$ cat config.mk
export PLATFORM = sky130hd
export DESIGN_NAME = data_bus_if_flat
export DESIGN_NICKNAME = d
export VERILOG_FILES = /design/src/rtl/data_bus_if_if.sv /design/src/rtl/data_bus_if.sv /design/src/flat_wrapper.sv
export SDC_FILE = /design/constraint.sdc
export NUM_CORES = 1
export LEC_CHECK = 0
export ABC_CLOCK_PERIOD_IN_PS = 3650
export BUFFER_PORTS_ARGS = -buffer_cell sky130_fd_sc_hd__buf_2
export CAP_MARGIN = 20
export CORE_AREA = 2 2 117 119
export CTS_CLUSTER_SIZE = 16
export DETAILED_ROUTE_END_ITERATION = 8
export DIE_AREA = 0 0 119 121
export PLACE_DENSITY = 0.72
export SYNTH_ARGS = -nofsm -noshare
export SYNTH_HDL_FRONTEND = slang
export SYNTH_SLANG_ARGS = --single-unit
$ cat constraint.sdc
create_clock -name i_clk -period 3.65 [get_ports i_clk]
set_input_delay 0.9125 -clock i_clk [delete_from_list [all_inputs] [get_ports i_clk]]
set_output_delay 0.9125 -clock i_clk [all_outputs]
set_load 0.02 [all_outputs]
$ cat src/rtl/data_bus_if_if.sv
// Wishbone classic bus bundle between the data-memory bridge (master)
// and a system bus slave.
//   adr     : byte address, master -> slave
//   dat_m2s : store data, master -> slave
//   sel     : byte enables, master -> slave
//   we      : 1 = write, master -> slave
//   stb/cyc : strobe / cycle valid, master -> slave
//   dat_s2m : read data, slave -> master
//   ack     : cycle acknowledge, slave -> master
interface data_bus_if_if;
    logic [31:0] adr;
    logic [31:0] dat_m2s;
    logic [3:0]  sel;
    logic        we;
    logic        stb;
    logic        cyc;
    logic [31:0] dat_s2m;
    logic        ack;

    modport master (
        output adr, dat_m2s, sel, we, stb, cyc,
        input  dat_s2m, ack
    );

    modport slave (
        input  adr, dat_m2s, sel, we, stb, cyc,
        output dat_s2m, ack
    );
endinterface

$ cat src/rtl/data_bus_if.sv
// Wishbone master bridge for the CPU data-memory port. Each single-cycle
// CPU access becomes one Wishbone classic cycle; the pipeline is held via
// o_stallreq until the slave acks, and read data is kept in r_rd_buf while
// the pipeline is still stalled for other reasons.
//
// Ports:
//   i_clk       : clock, all state on rising edge
//   i_rst_n     : asynchronous active-low reset
//   i_stall     : 6-bit pipeline stall vector from ctrl
//   i_flush     : pipeline flush, aborts any access
//   i_cpu_ce    : CPU access request
//   i_cpu_we    : 1 = store
//   i_cpu_addr  : byte address
//   i_cpu_sel   : byte enables
//   i_cpu_data  : store data
//   o_cpu_data  : load data to the CPU
//   o_stallreq  : stall request to ctrl
//   wb          : Wishbone master side
//
// state   | meaning
// --------+-----------------------------------------------------
// IDLE    | no bus cycle in progress
// BUSY    | bus cycle in progress, waiting for ack
// WAIT    | cycle done, pipeline still stalled, data in r_rd_buf
module data_bus_if (
    input  logic                   i_clk,
    input  logic                   i_rst_n,
    input  logic [5:0]             i_stall,
    input  logic                   i_flush,
    input  logic                   i_cpu_ce,
    input  logic                   i_cpu_we,
    input  logic [31:0]            i_cpu_addr,
    input  logic [3:0]             i_cpu_sel,
    input  logic [31:0]            i_cpu_data,
    output logic [31:0]            o_cpu_data,
    output logic                   o_stallreq,
    data_bus_if_if.master          wb
);

    typedef enum logic [1:0] {
        ST_IDLE = 2'd0,
        ST_BUSY = 2'd1,
        ST_WAIT = 2'd2
    } state_t;

    state_t      r_state;
    state_t      w_state_nxt;

    logic [31:0] r_wb_adr;
    logic [31:0] r_wb_dat;
    logic [3:0]  r_wb_sel;
    logic        r_wb_we;
    logic        r_wb_stb;
    logic        r_wb_cyc;
    logic [31:0] r_rd_buf;

    logic        w_start;

    assign w_start = i_cpu_ce && !i_flush;

    always_ff @(posedge i_clk or negedge i_rst_n) begin
        if (!i_rst_n) begin
            r_state <= ST_IDLE;
        end else begin
            r_state <= w_state_nxt;
        end
    end

    always_comb begin
        w_state_nxt = r_state;
        case (r_state)
            ST_IDLE: begin
                if (w_start) w_state_nxt = ST_BUSY;
            end
            ST_BUSY: begin
                // flush wins over a coincident ack: the access is abandoned
                if (i_flush)
                    w_state_nxt = ST_IDLE;
                else if (wb.ack)
                    w_state_nxt = (i_stall != 6'd0) ? ST_WAIT : ST_IDLE;
            end
            ST_WAIT: begin
                if (i_flush || (i_stall == 6'd0)) w_state_nxt = ST_IDLE;
            end
            default: w_state_nxt = ST_IDLE;
        endcase
    end

    always_comb begin
        o_stallreq = 1'b0;
        o_cpu_data = 32'd0;
        case (r_state)
            ST_IDLE: begin
                o_stallreq = w_start;
                o_cpu_data = r_rd_buf;
            end
            ST_BUSY: begin
                o_stallreq = !wb.ack && !i_flush;
                // forward the load data in the ack cycle so the pipeline
                // can advance on this edge
                if (wb.ack && !r_wb_we) o_cpu_data = wb.dat_s2m;
            end
            ST_WAIT: begin
                o_cpu_data = r_rd_buf;
            end
            default: ;
        endcase
    end

    // Bus outputs are registered so an async reset drops them at once.
    always_ff @(posedge i_clk or negedge i_rst_n) begin
        if (!i_rst_n) begin
            r_wb_adr <= 32'd0;
            r_wb_dat <= 32'd0;
            r_wb_sel <= 4'd0;
            r_wb_we  <= 1'b0;
            r_wb_stb <= 1'b0;
            r_wb_cyc <= 1'b0;
            r_rd_buf <= 32'd0;
        end else begin
            case (r_state)
                ST_IDLE: begin
                    if (w_start) begin
                        r_wb_adr <= i_cpu_addr;
                        r_wb_dat <= i_cpu_data;
                        r_wb_sel <= i_cpu_sel;
                        r_wb_we  <= i_cpu_we;
                        r_wb_stb <= 1'b1;
                        r_wb_cyc <= 1'b1;
                        r_rd_buf <= 32'd0;
                    end
                end
                ST_BUSY: begin
                    if (i_flush || wb.ack) begin
                        r_wb_adr <= 32'd0;
                        r_wb_dat <= 32'd0;
                        r_wb_sel <= 4'd0;
                        r_wb_we  <= 1'b0;
                        r_wb_stb <= 1'b0;
                        r_wb_cyc <= 1'b0;
                        r_rd_buf <= i_flush ? 32'd0 : wb.dat_s2m;
                    end
                end
                ST_WAIT: begin
                    if (i_flush) r_rd_buf <= 32'd0;
                end
                default: ;
            endcase
        end
    end

    assign wb.adr     = r_wb_adr;
    assign wb.dat_m2s = r_wb_dat;
    assign wb.sel     = r_wb_sel;
    assign wb.we      = r_wb_we;
    assign wb.stb     = r_wb_stb;
    assign wb.cyc     = r_wb_cyc;

endmodule

$ cat src/flat_wrapper.sv
// flat-port wrapper written by rule: the top's interface ports become plain ports
module data_bus_if_flat 
  (i_clk, i_rst_n, i_stall, i_flush, i_cpu_ce, i_cpu_we, i_cpu_addr, i_cpu_sel, i_cpu_data, o_cpu_data, o_stallreq, wb_adr, wb_dat_m2s, wb_sel, wb_we, wb_stb, wb_cyc, wb_dat_s2m, wb_ack);
  data_bus_if_if wb_i ();
  input  logic i_clk;
  input  logic i_rst_n;
  input  logic [5:0] i_stall;
  input  logic i_flush;
  input  logic i_cpu_ce;
  input  logic i_cpu_we;
  input  logic [31:0] i_cpu_addr;
  input  logic [3:0] i_cpu_sel;
  input  logic [31:0] i_cpu_data;
  output logic [31:0] o_cpu_data;
  output logic o_stallreq;
  output wire logic [$bits(wb_i.adr)-1:0] wb_adr;
  output wire logic [$bits(wb_i.dat_m2s)-1:0] wb_dat_m2s;
  output wire logic [$bits(wb_i.sel)-1:0] wb_sel;
  output wire logic [$bits(wb_i.we)-1:0] wb_we;
  output wire logic [$bits(wb_i.stb)-1:0] wb_stb;
  output wire logic [$bits(wb_i.cyc)-1:0] wb_cyc;
  input wire logic [$bits(wb_i.dat_s2m)-1:0] wb_dat_s2m;
  input wire logic [$bits(wb_i.ack)-1:0] wb_ack;
  assign wb_adr = wb_i.adr;
  assign wb_dat_m2s = wb_i.dat_m2s;
  assign wb_sel = wb_i.sel;
  assign wb_we = wb_i.we;
  assign wb_stb = wb_i.stb;
  assign wb_cyc = wb_i.cyc;
  assign wb_i.dat_s2m = wb_dat_s2m;
  assign wb_i.ack = wb_ack;
  data_bus_if u_core (.i_clk(i_clk), .i_rst_n(i_rst_n), .i_stall(i_stall), .i_flush(i_flush), .i_cpu_ce(i_cpu_ce), .i_cpu_we(i_cpu_we), .i_cpu_addr(i_cpu_addr), .i_cpu_sel(i_cpu_sel), .i_cpu_data(i_cpu_data), .o_cpu_data(o_cpu_data), .o_stallreq(o_stallreq), .wb(wb_i));
endmodule
Word level (Yosys, flattened, before mapping)
Cells that the tools add are included.
{ "word_totals": {"out_inout_bits": 104, "wordCells": 58, "in_bits": 112, "reg_bits": 104} }
{ "op_classes": {"eq_ne": 7, "n_reduce_logical": 17, "mux": 27} }
{ "ops": {"columns": ["op", "n"], "rows": [
  ["$mux W32", 8],
  ["$pmux W32 S2", 3],
  ["$pmux W32 S3", 1],
  ["$mux W2", 5],
  ["$mux W4", 2],
  ["$pmux W4 S2", 1],
  ["$logic_not A6 Y1", 1],
  ["$ne A2 B1 Y1 const B", 3],
  ["$pmux W1 S2", 3],
  ["$pmux W2 S3", 1],
  ["$reduce_and A3 Y1", 2],
  ["$reduce_bool A6 Y1", 1],
  ["$reduce_and A4 Y1", 1],
  ["$logic_and A1 B1 Y1", 3],
  ["$logic_not A1 Y1", 3],
  ["$mux W1", 3],
  ["$ne A3 B3 Y1 const B", 1],
  ["$reduce_bool A3 Y1", 1],
  ["$eq A2 B1 Y1 const B", 1],
  ["$eq A2 B2 Y1 const B", 1],
  ["$logic_not A2 Y1", 1],
  ["$logic_or A1 B1 Y1", 2],
  ["$ne A2 B2 Y1 const B", 1],
  ["$reduce_bool A2 Y1", 1],
  ["$reduce_or A2 Y1", 1]
]} }

Longest topological paths before layout
{ "logic_depth": {"depth_word": 5, "mapped_depth": 6, "depth_no_buf": 3} }

Worst setup path after synthesis
No wires, ideal clock.
{ "synth_path": {"path_kind": "input to output", "start": "in wb_ack", "end": "out o_cpu_data[0]", "arrival_ns": 1.734, "stages": 5, "path_slack_ns": 1.003, "required_time_ns": 2.738, "path_cell_list": "nor4bb_1 > clkbuf_1 > buf_2 > nand2_1 > o21ai_0"} }
{ "synth_between": {"elab_chain_cells": 3} }
{ "synth_lines": {"columns": ["element", "line", "rtl"], "rows": [
  ["start, declared", "flat_wrapper.sv:23", "input wire logic [$bits(wb_i.ack)-1:0] wb_ack;"],
  ["$logic_and A1 B1 Y1", "data_bus_if.sv:101", "if (wb.ack && !r_wb_we) o_cpu_data = wb.dat_s2m;"],
  ["$mux W32", "data_bus_if.sv:101", null],
  ["$pmux W32 S2", "data_bus_if.sv:92", "case (r_state)"],
  ["end, declared", "flat_wrapper.sv:14", "output logic [31:0] o_cpu_data;"]
]} }
Every way passes these cells.

Final worst setup path
{ "layout_path": {"start": "in wb_ack", "end": "out o_cpu_data[10]"} }
Same word-level chain as after synthesis.

==> impl_metrics.yaml <==
timing:
  setup_viol: 0
  finalCritPeriodShare: 0.791
  max_freq_mhz: 346
  slew_violations: 0
  rsz0062_at_grt: "false"
  hold_viol_final: 0
  tightest_slew_ns: 0.627
  slew-limit-headroom: 0.582
  fin_crit_ns: 2.89
  setup_tns_ns: 0
  finClkSkew_ns: 0.00838
synthesis:
  synth-seq-cells: 104
  synthAdderAreaFrac: 0
  syn_avg_cell_area_um2: 10.6
  synthCells: 421
  synth.cell_area_mm2: 0.00448
  synth-compound-area-share: 0.175
  ys_warn_count: 0
  yosysTopAreaCell: "dfrtp_1"
  yosys.area_share.simple: 0.106
  ys_async_sr_fraction: 1.00
  yosysTopAreaCellShare: 0.581
  synthTopCellsByArea: "dfrtp_1 (58%), a22o_1 (13%), nand2_1 (8.0%)"
  muxShareOfSynthArea: 0.0737
  synth_edf_count: 0
  synthFlopType: "dfrtp_1"
  ys_types: 20
  ys_seq_area_frac: 0.581
  yosys.area_share.xor_xnor: 0
  syn_nets: 533
  synth_top_family_by_area: "compound AO/OA/AOI/OAI gates"
cells_and_area:
  nets: 732
  n_fill_cell: 1264
  syn_to_final_growth_pct: 34.9
  multi_input_area_mm2: 0.00162
  drive_gt1_frac: 0.390
  final_cell_mix: "buf_2 (214), dfrtp_1 (104), nand2_1 (96)"
  seq_area_mm2: 0.00260
  layout_commonest_cell: "buf_2"
  design_area_mm2: 0.00605
  n_antenna_cell: 0
power:
  power.density_mw_per_mm2: 521
  ir_drop_mv: 0.295
  power.leakage_nw: 3.24
setup_path:
  cp.required_ns: 2.74
  r2r_start: "u_core.r_state[0]"
  crit_type: "input port to primary output"
  crit_fanout: 32
  crit_start: "wb_ack"
  start_kind: "input port"
  cp-end-kind: "primary output"
  arrival_ns: 1.97
place:
  portBuffers: 215
  place_area_mm2: 0.00573
  place.gp.congestion: 0.798
  dpl.hpwl_um: 8520
clock_tree:
  clk_pin_slew_worst_paths_ns: 0.07
  cts_hold_buf: 0
  cts-resized-gates: 0
  cts_root_buf: "clkbuf_16"
  cts.sinks: 104
  numCtsBuffers: 9
  htree_levels: 3
  clock_latency_ns: 0.35
  postCtsSetupRepairBufs: 0
  cts-root-to-sink-buffers: 2
  cts_tree: "built"
run_status:
  status: "complete, no violations"
die:
  die_h_um: 121
  die_area_mm2: 0.0144
  row_count: 42
  die_w_um: 119
  pin_count: 216
  core-area_mm2: 0.0131
  floorplan.initialDensity: 0.343
routing:
  wl_per_cell_um: 15.0
  wirelength_um: 12100
  drt_iter0_drc: 167
  drtPass1Iterations: 5
  drtAntennaViolNets: 0
  viasPerCell: 4.88
  route.vias.total: 3905
  drt_drc_violations_left: 0
global_routing:
  grtUsageTotal: 0.166
  overflow: 0
  grt_max_degree: 102
  antenna_found_initial: 0
  grt_pass1_wl_um: 19200
  grt_pass1_vias: 3802
hold_path:
  hold_class: "flip-flop to flip-flop"
  holdCritStartpoint: "u_core.wb.adr[12]"
run:
  max-cap-violations: 0
==> state kept, by name (all words and copies together), names as in the netlist <==
| register | flops |
|---|---|
| u_core.r_rd_buf | 32 |
| u_core.wb.adr | 32 |
| u_core.wb.dat_m2s | 32 |
| u_core.wb.sel | 4 |
| u_core.r_state | 2 |
| u_core.wb.stb | 1 |
| u_core.wb.we | 1 |
==> synth_stat cells, types with 2 or more instances <==
| cell type | number |
|---|---|
| a21oi_1 | 2 |
| a22o_1 | 69 |
| buf_2 | 16 |
| buf_4 | 4 |
| clkbuf_1 | 15 |
| dfrtp_1 | 104 |
| inv_1 | 33 |
| mux2i_1 | 33 |
| nand2_1 | 96 |
| nor2_1 | 2 |
| nor2b_1 | 2 |
| nor3_1 | 4 |
| o21ai_0 | 34 |
==> power by group <==
part | internal, mW | leakage (nW) | total (mW) | switching, mW
combinational | 0.295 | 1.72 | 0.758 | 0.463
clock | 0.560 | 0.151 | 1.01 | 0.445
sequential | 1.30 | 1.37 | 1.38 | 0.0872
total | 2.15 | 3.24 | 3.15 | 0.996
==> final timing paths <==
check                                            end  slack [ns]  depth (start not counted)
min in group asynchronous       u_core.wb.dat_m2s[9]        0.58                          1
max in group asynchronous        u_core.r_rd_buf[30]        2.33                          2
worst max-delay path                  o_cpu_data[10]        0.76                          6
worst max register to register   u_core.r_rd_buf[28]        1.78                          5
worst min-delay path               u_core.wb.adr[12]        0.49                          1
worst min register to register     u_core.wb.adr[12]        0.49                          1
==> final cells by class <==
type / count / share of cell area
repair buffers: 223 / 0.192
flip-flops and latches: 104 / 0.430
inverters: 33 / 0.0205
clock buffers: 10 / 0.0395
multi-input cells: 249 / 0.268
well taps: 176 / 0.0364
clock inverters: 6 / 0.0124
==> critical path, cell delays in order <==
cell and delay [ns]:
buf_2 0.12, nor4bb_4 0.19, buf_4 0.35, nand2_1 0.10, o21ai_0 0.09, buf_2 0.19
==> cell families after synthesis <==
kind of cell	after synthesis
flip-flops	104
buffers and inverters	68
AND/OR/NAND/NOR	111
multiplexers	33
AO/OA/AOI/OAI	105
==> metrics by stage <==
step / util / instances / total power [mW] / hold WS [ns] / worst slack, ns
2_1_floorplan: - / 421 / 1.85 / 0.503 / 1.00
3_3_place_gp: 0.438 / 785 / 2.15 / 0.477 / 0.793
3_5_place_dp: 0.438 / 785 / 2.17 / 0.478 / 0.754
4_1_cts: 0.462 / 801 / 3.19 / 0.501 / 0.739
5_1_grt: 0.462 / 801 / 3.31 / 0.504 / 0.636
6_report: 0.462 / 801 / 3.15 / 0.494 / 0.763
==> per-layer routing <==
layer | up-vias | wire length (um) | global-route usage
met1 | 1904 | 5040 | 0.216
met3 | 24 | 643 | 0.0381
met5 | - | 0 | 0
li1 | 1830 | - | -
met2 | 147 | 6000 | 0.267
met4 | 0 | 363 | 0.0722
No activity file was read; power rests on OpenSTA's default activity.
